**src/rtl/uart_peripheral.sv**
```systemverilog
// uart_peripheral: byte-wide UART behind the memory controller's register window.
// A write strobe starts a transmit frame on tx_pin. Received bytes are held in
// rx_byte and presented on uart_rddata, and uart_rx_flag shows that one is pending.
// Optional feature macro: UART_PARITY_EN adds an even-parity bit to both directions.
// With the macro undefined, the framing is 8N1.
module uart_peripheral #(
    parameter int CLK_FREQ = 50_000_000,
    parameter int BAUD     = 115_200
) (
    input  logic        clk,
    input  logic        rst,
    input  logic [31:0] tx_data,
    input  logic        uart_tx_send,
    input  logic        uart_rx_clear,
    input  logic        rx_pin,
    output logic        tx_pin,
    output logic [31:0] uart_rddata,
    output logic        uart_rx_flag,
    output logic        uart_busy,
    output logic        rx_error
);

    localparam int CLKS_PER_BIT = CLK_FREQ / BAUD;
    localparam int CNT_W        = $clog2(CLKS_PER_BIT);
    localparam logic [CNT_W-1:0] BIT_LAST  = CNT_W'(CLKS_PER_BIT - 1);
    localparam logic [CNT_W-1:0] HALF_LAST = CNT_W'(CLKS_PER_BIT / 2 - 1);

    // Fewer than four clocks per bit leaves no room for mid-bit sampling.
    generate
        if (CLKS_PER_BIT < 4) begin : g_bad_baud
            $error("uart_peripheral: CLKS_PER_BIT must be at least 4");
        end
    endgenerate

    typedef enum logic [2:0] {
        TX_IDLE, TX_START, TX_DATA, TX_PARITY, TX_STOP
    } tx_state_t;

    typedef enum logic [2:0] {
        RX_IDLE, RX_START, RX_DATA, RX_PARITY, RX_STOP, RX_WAIT_HIGH
    } rx_state_t;

    // Only the low byte of the bus word is transmitted.
    logic tx_data_unused;
    assign tx_data_unused = ^tx_data[31:8];

    tx_state_t        tx_state_q, tx_state_d;
    logic [CNT_W-1:0] tx_cnt_q, tx_cnt_d;
    logic [2:0]       tx_bit_q, tx_bit_d;
    logic [7:0]       tx_byte_q, tx_byte_d;
    logic             tx_pin_q, tx_pin_d;

    rx_state_t        rx_state_q, rx_state_d;
    logic [CNT_W-1:0] rx_cnt_q, rx_cnt_d;
    logic [2:0]       rx_bit_q, rx_bit_d;
    logic [7:0]       rx_shift_q, rx_shift_d;
    logic [7:0]       rx_byte_q, rx_byte_d;
    logic             rx_flag_q, rx_flag_d;
    logic             rx_err_q, rx_err_d;
    logic             rx_meta_q, rx_sync_q;
`ifdef UART_PARITY_EN
    logic             rx_par_ok_q, rx_par_ok_d;
`endif

    // Transmitter state register. tx_pin is a flop so that the line is glitch-free
    // and goes back to idle-high as soon as reset is asserted.
    always_ff @(posedge clk or negedge rst) begin
        if (!rst) begin
            tx_state_q <= TX_IDLE;
            tx_cnt_q   <= '0;
            tx_bit_q   <= '0;
            tx_byte_q  <= '0;
            tx_pin_q   <= 1'b1;
        end else begin
            tx_state_q <= tx_state_d;
            tx_cnt_q   <= tx_cnt_d;
            tx_bit_q   <= tx_bit_d;
            tx_byte_q  <= tx_byte_d;
            tx_pin_q   <= tx_pin_d;
        end
    end

    // Transmitter next state. The value of the next bit is computed one edge
    // ahead, so every bit appears on tx_pin for exactly CLKS_PER_BIT cycles.
    always_comb begin
        tx_state_d = tx_state_q;
        tx_cnt_d   = tx_cnt_q;
        tx_bit_d   = tx_bit_q;
        tx_byte_d  = tx_byte_q;
        tx_pin_d   = tx_pin_q;
        case (tx_state_q)
            TX_IDLE: begin
                tx_pin_d = 1'b1;
                if (uart_tx_send) begin
                    tx_byte_d  = tx_data[7:0];
                    tx_state_d = TX_START;
                    tx_cnt_d   = '0;
                    tx_pin_d   = 1'b0;
                end
            end
            TX_START: begin
                if (tx_cnt_q == BIT_LAST) begin
                    tx_cnt_d   = '0;
                    tx_bit_d   = '0;
                    tx_state_d = TX_DATA;
                    tx_pin_d   = tx_byte_q[0];
                end else begin
                    tx_cnt_d = tx_cnt_q + 1'b1;
                end
            end
            TX_DATA: begin
                if (tx_cnt_q == BIT_LAST) begin
                    tx_cnt_d = '0;
                    if (tx_bit_q == 3'd7) begin
`ifdef UART_PARITY_EN
                        tx_state_d = TX_PARITY;
                        tx_pin_d   = ^tx_byte_q;
`else
                        tx_state_d = TX_STOP;
                        tx_pin_d   = 1'b1;
`endif
                    end else begin
                        tx_bit_d = tx_bit_q + 3'd1;
                        tx_pin_d = tx_byte_q[tx_bit_q + 3'd1];
                    end
                end else begin
                    tx_cnt_d = tx_cnt_q + 1'b1;
                end
            end
`ifdef UART_PARITY_EN
            TX_PARITY: begin
                if (tx_cnt_q == BIT_LAST) begin
                    tx_cnt_d   = '0;
                    tx_state_d = TX_STOP;
                    tx_pin_d   = 1'b1;
                end else begin
                    tx_cnt_d = tx_cnt_q + 1'b1;
                end
            end
`endif
            TX_STOP: begin
                tx_pin_d = 1'b1;
                if (tx_cnt_q == BIT_LAST) begin
                    tx_cnt_d   = '0;
                    tx_state_d = TX_IDLE;
                end else begin
                    tx_cnt_d = tx_cnt_q + 1'b1;
                end
            end
            default: begin
                tx_state_d = TX_IDLE;
                tx_cnt_d   = '0;
                tx_pin_d   = 1'b1;
            end
        endcase
    end

    // Two-flop synchronizer for the asynchronous serial input. It resets to the idle level.
    always_ff @(posedge clk or negedge rst) begin
        if (!rst) begin
            rx_meta_q <= 1'b1;
            rx_sync_q <= 1'b1;
        end else begin
            rx_meta_q <= rx_pin;
            rx_sync_q <= rx_meta_q;
        end
    end

    // Receiver state register, together with the held byte and the pending flag.
    always_ff @(posedge clk or negedge rst) begin
        if (!rst) begin
            rx_state_q <= RX_IDLE;
            rx_cnt_q   <= '0;
            rx_bit_q   <= '0;
            rx_shift_q <= '0;
            rx_byte_q  <= '0;
            rx_flag_q  <= 1'b0;
            rx_err_q   <= 1'b0;
`ifdef UART_PARITY_EN
            rx_par_ok_q <= 1'b0;
`endif
        end else begin
            rx_state_q <= rx_state_d;
            rx_cnt_q   <= rx_cnt_d;
            rx_bit_q   <= rx_bit_d;
            rx_shift_q <= rx_shift_d;
            rx_byte_q  <= rx_byte_d;
            rx_flag_q  <= rx_flag_d;
            rx_err_q   <= rx_err_d;
`ifdef UART_PARITY_EN
            rx_par_ok_q <= rx_par_ok_d;
`endif
        end
    end

    // Receiver next state. A read-clear is applied first, so that a byte that
    // completes on the same edge sets the flag again.
    always_comb begin
        rx_state_d = rx_state_q;
        rx_cnt_d   = rx_cnt_q;
        rx_bit_d   = rx_bit_q;
        rx_shift_d = rx_shift_q;
        rx_byte_d  = rx_byte_q;
        rx_flag_d  = rx_flag_q;
        rx_err_d   = 1'b0;
`ifdef UART_PARITY_EN
        rx_par_ok_d = rx_par_ok_q;
`endif
        if (uart_rx_clear) begin
            rx_flag_d = 1'b0;
        end
        case (rx_state_q)
            RX_IDLE: begin
                if (!rx_sync_q) begin
                    rx_state_d = RX_START;
                    rx_cnt_d   = '0;
                end
            end
            RX_START: begin
                if (rx_cnt_q == HALF_LAST) begin
                    rx_cnt_d = '0;
                    rx_bit_d = '0;
                    rx_state_d = rx_sync_q ? RX_IDLE : RX_DATA;
                end else begin
                    rx_cnt_d = rx_cnt_q + 1'b1;
                end
            end
            RX_DATA: begin
                if (rx_cnt_q == BIT_LAST) begin
                    rx_cnt_d   = '0;
                    rx_shift_d = {rx_sync_q, rx_shift_q[7:1]};
                    if (rx_bit_q == 3'd7) begin
`ifdef UART_PARITY_EN
                        rx_state_d = RX_PARITY;
`else
                        rx_state_d = RX_STOP;
`endif
                    end else begin
                        rx_bit_d = rx_bit_q + 3'd1;
                    end
                end else begin
                    rx_cnt_d = rx_cnt_q + 1'b1;
                end
            end
`ifdef UART_PARITY_EN
            RX_PARITY: begin
                if (rx_cnt_q == BIT_LAST) begin
                    rx_cnt_d    = '0;
                    rx_par_ok_d = ((^rx_shift_q) == rx_sync_q);
                    rx_state_d  = RX_STOP;
                end else begin
                    rx_cnt_d = rx_cnt_q + 1'b1;
                end
            end
`endif
            RX_STOP: begin
                if (rx_cnt_q == BIT_LAST) begin
                    rx_cnt_d = '0;
                    if (rx_sync_q) begin
`ifdef UART_PARITY_EN
                        if (rx_par_ok_q) begin
                            rx_byte_d = rx_shift_q;
                            rx_flag_d = 1'b1;
                        end else begin
                            rx_err_d = 1'b1;
                        end
`else
                        rx_byte_d = rx_shift_q;
                        rx_flag_d = 1'b1;
`endif
                        rx_state_d = RX_IDLE;
                    end else begin
                        rx_err_d   = 1'b1;
                        rx_state_d = RX_WAIT_HIGH;
                    end
                end else begin
                    rx_cnt_d = rx_cnt_q + 1'b1;
                end
            end
            RX_WAIT_HIGH: begin
                if (rx_sync_q) begin
                    rx_state_d = RX_IDLE;
                end
            end
            default: begin
                rx_state_d = RX_IDLE;
                rx_cnt_d   = '0;
            end
        endcase
    end

    assign tx_pin       = tx_pin_q;
    assign uart_busy    = (tx_state_q != TX_IDLE);
    assign uart_rddata  = {24'b0, rx_byte_q};
    assign uart_rx_flag = rx_flag_q;
    assign rx_error     = rx_err_q;

endmodule

```
**config.mk**
```make
export PLATFORM = sky130hd
export DESIGN_NAME = uart_peripheral
export DESIGN_NICKNAME = d
export VERILOG_FILES = /design/src/rtl/uart_peripheral.sv
export SDC_FILE = /design/constraint.sdc
export NUM_CORES = 1
export LEC_CHECK = 0
export CELL_PAD_IN_SITES_DETAIL_PLACEMENT = 0
export CELL_PAD_IN_SITES_GLOBAL_PLACEMENT = 1
export CORE_MARGIN = 2
export CORE_UTILIZATION = 30
export CTS_BUF_LIST = sky130_fd_sc_hd__clkbuf_4
export CTS_CLUSTER_SIZE = 10
export DETAILED_ROUTE_END_ITERATION = 6
export PLACE_DENSITY_LB_ADDON = 0.05
export SLEW_MARGIN = 5
export SYNTH_ARGS = -nofsm -noshare
export SYNTH_HDL_FRONTEND = slang
export SYNTH_SLANG_ARGS = --single-unit
```
**constraint.sdc**
```tcl
create_clock -name clk -period 1.96 [get_ports clk]
set_input_delay 0.294 -clock clk [delete_from_list [all_inputs] [get_ports clk]]
set_output_delay 0.294 -clock clk [all_outputs]
set_load 0.01 [all_outputs]
```
==> impl_metrics.env <==
export IMPL_status="finished clean"
export IMPL_cts_reportedPaths_clkPinSlew_ns=0.11
export IMPL_fin_skew_ns=0.0294
export IMPL_yosysSeqAreaShare_pct=46.2
export IMPL_diodes=0
export IMPL_finalCritPeriodShare_pct=99.7
export IMPL_path_class="reg -> reg"
export IMPL_finalSetupTns_ns=0
export IMPL_cts_root_buf="clkbuf_4"
export IMPL_netlist_area_um2=3200
export IMPL_cts_buffers_inserted=9
export IMPL_layout_nets=404
export IMPL_fp_dieW_um=107
export IMPL_yosysTopAreaCellShare_pct=43.8
export IMPL_clk_latency_ns=0.40
export IMPL_drv_cap=0
export IMPL_yosysWarnings=0
export IMPL_fmax_ghz=0.512
export IMPL_utilization_pct=38.3
export IMPL_viasPerCell=4.61
export IMPL_hp_class="in -> reg"
export IMPL_setup_violations=0
export IMPL_dp_hpwl_mm=4.53
export IMPL_routed_wl_mm=6.62
export IMPL_min_from="rx_pin"
export IMPL_peakVddDrop_mv=0.233
export IMPL_dpl_worst_slack_ns=-0.0856
export IMPL_synthFlopType="dfrtp_1"
export IMPL_r2r_start="rx_cnt_q[1]$_DFFE_PN0P_"
export IMPL_core_area_um2=10300
export IMPL_die_area_um2=11500
export IMPL_stdcell_count=499
export IMPL_fin_crit_ns=1.95
export IMPL_total_power_mw=2.41
export IMPL_placed_cells=480
export IMPL_clock_sinks=59
export IMPL_num_io_pins=73
export IMPL_grt_pass1_wl_mm=11.1
export IMPL_antenna_left=0
export IMPL_area_growth_pct=23.4
export IMPL_p_leak_nw=1.80
export IMPL_async_flop_share_pct=100
export IMPL_drt_initial_drc_count=60
export IMPL_crit_start="rx_cnt_q[1]$_DFFE_PN0P_"
export IMPL_die_h_um=107
export IMPL_antenna_found_initial=0
export IMPL_worstPathMaxFanout=6
export IMPL_critPathCaptureType="flip-flop"
export IMPL_htree_levels=3
export IMPL_cp_arrival_ns=2.23
export IMPL_worstPathRequired_ns=2.23
export IMPL_drive_gt1_share_pct=28.7
export IMPL_power_density_nw_per_um2=609
export IMPL_gp_congestion=0.721
export IMPL_cts_tree="yes"
export IMPL_grt_use_total_pct=12.3
export IMPL_grt_setup_unrepaired="true"
export IMPL_synth_edf_count=0
export IMPL_ys_ff_latch=59
export IMPL_grt_ovfl_total=0
export IMPL_drc=0
export IMPL_first_pass_iters=4
export IMPL_cp_start_kind="flip-flop"
export IMPL_hold_viol=0
export IMPL_report_final_slew_viol_count=0
export IMPL_grt_pass1_vias=2228
export IMPL_clockBufferDepth=2
export IMPL_grt_max_degree=60
export IMPL_yosysTopAreaCell="dfrtp_1"
export IMPL_synthTopCellsByCount="dfrtp_1 (56), mux2_2 (28), nand2_1 (26)"
export IMPL_synth_most_common_cell="dfrtp_1"
export IMPL_setup_slack_ns=0.00551
export IMPL_avgSynthCellArea_um2=10.9
export IMPL_vias=2300
export IMPL_wl_per_cell_um=13.3
export IMPL_io_buffer_count=24
export IMPL_syn_inst=295
export IMPL_ys_types=56
export IMPL_synth_area_top_cells="dfrtp_1 (44%), mux2_2 (9.8%), buf_4 (5.6%)"
export IMPL_start_util_pct=31.0
export IMPL_num_rows=37
==> final timing paths <==
path	end	slack (ns)	cells after the start
worst max-delay path	rx_byte_q[0]$_DFFE_PN0P_	0.006	7
worst min-delay path	rx_meta_q$_DFF_PN1_	0.29	1
worst max register to register	rx_byte_q[0]$_DFFE_PN0P_	0.006	7
worst min register to register	rx_sync_q$_DFF_PN1_	0.36	0
max in group asynchronous	rx_meta_q$_DFF_PN1_	1.22	3
min in group asynchronous	tx_state_q[0]$_DFFE_PN0P_	0.43	3
==> cells by family (layout without fill, tap and decap cells) <==
| family | after synthesis | count (layout) | synth area share (%) |
|---|---|---|---|
| AO/OA/AOI/OAI | 48 | 48 | 10.1 |
| XOR/XNOR | 10 | 10 | 2.73 |
| adder cells (fa/ha/maj) | 9 | 9 | 3.52 |
| buffers and inverters | 41 | 86 | 7.66 |
| flip-flops | 59 | 59 | 46.2 |
| multiplexers | 32 | 32 | 11.9 |
| other | 1 | 24 | 0.117 |
| AND/OR/NAND/NOR | 95 | 95 | 17.8 |
==> registers in the layout (all words and copies together) (netlist names), 3 cells and up <==
| name | cells |
|---|---|
| rx_cnt_q | 9 |
| tx_cnt_q | 9 |
| tx_bit_q | 3 |
| rx_byte_q | 8 |
| rx_bit_q | 3 |
| rx_state_q | 3 |
| tx_state_q | 3 |
| tx_byte_q | 8 |
| rx_shift_q | 8 |
==> layout by cell type (no fill, tap or decap), types with 3 or more instances in the layout <==
cell	instances
o211ai_1	6
mux2_4	5
o21ai_0	10
a21oi_1	8
nor2_1	19
nand2b_1	6
clkbuf_4	10
xor2_1	8
conb_1	24
nor2b_1	4
dfstp_2	3
dfrtp_1	55
and3_1	5
nand4_1	4
nand2_1	25
nor3_1	6
mux2_2	23
o21a_1	4
inv_1	8
nand3_1	4
buf_4	34
ha_1	8
clkinv_2	3
clkdlybuf4s50_1	22
==> final cells by class <==
| class | instances | area, um2 |
|---|---|---|
| timing repair buffer | 61 | 531 |
| inverter | 9 | 33.8 |
| clock inverter | 6 | 56.3 |
| tap | 136 | 170 |
| fill | 1060 | 6370 |
| sequential | 59 | 1480 |
| multi-input combinational | 218 | 1610 |
| clock buffer | 10 | 75.1 |
==> worst max-delay path: stages, from the launching register on <==
cell and delay [ns]:
dfrtp_1 0.40, inv_2 0.08, ha_4 0.14, nand4b_4 0.10, or3_4 0.36, nor4_4 0.25
buf_6 0.18, mux2_2 0.33
==> through the flow <==
stage / cell area, um2 / hold WS, ns
6_report: 3950 / 0.291
2_1_floorplan: 3290 / -0.00159
4_1_cts: 3920 / 0.248
5_1_grt: 3950 / 0.258
3_3_place_gp: 3750 / 0.331
3_5_place_dp: 3750 / 0.347
==> layer usage <==
layer,wire length (um),track usage [%],up-vias
met2,3090,19.0,39
li1,-,-,1136
met5,0,0,-
met1,3250,16.8,1116
met4,84,4.12,0
met3,191,3.27,9
==> report_power, final <==
| group | switching [mW] | internal (mW) | total [mW] |
|---|---|---|---|
| combinational | 0.0973 | 0.0943 | 0.192 |
| clock | 0.475 | 0.393 | 0.868 |
| sequential | 0.0619 | 1.29 | 1.35 |
==> what timing repair did <==
item	in CTS	in global routing
pin swaps	2	1
endpoints found under the hold margin	56	0
resized for setup	8	6
hold buffers	1	0
endpoints found under the setup margin	9	19
setup buffers	1	1
Note: power is estimated with default switching activity, not from simulation.
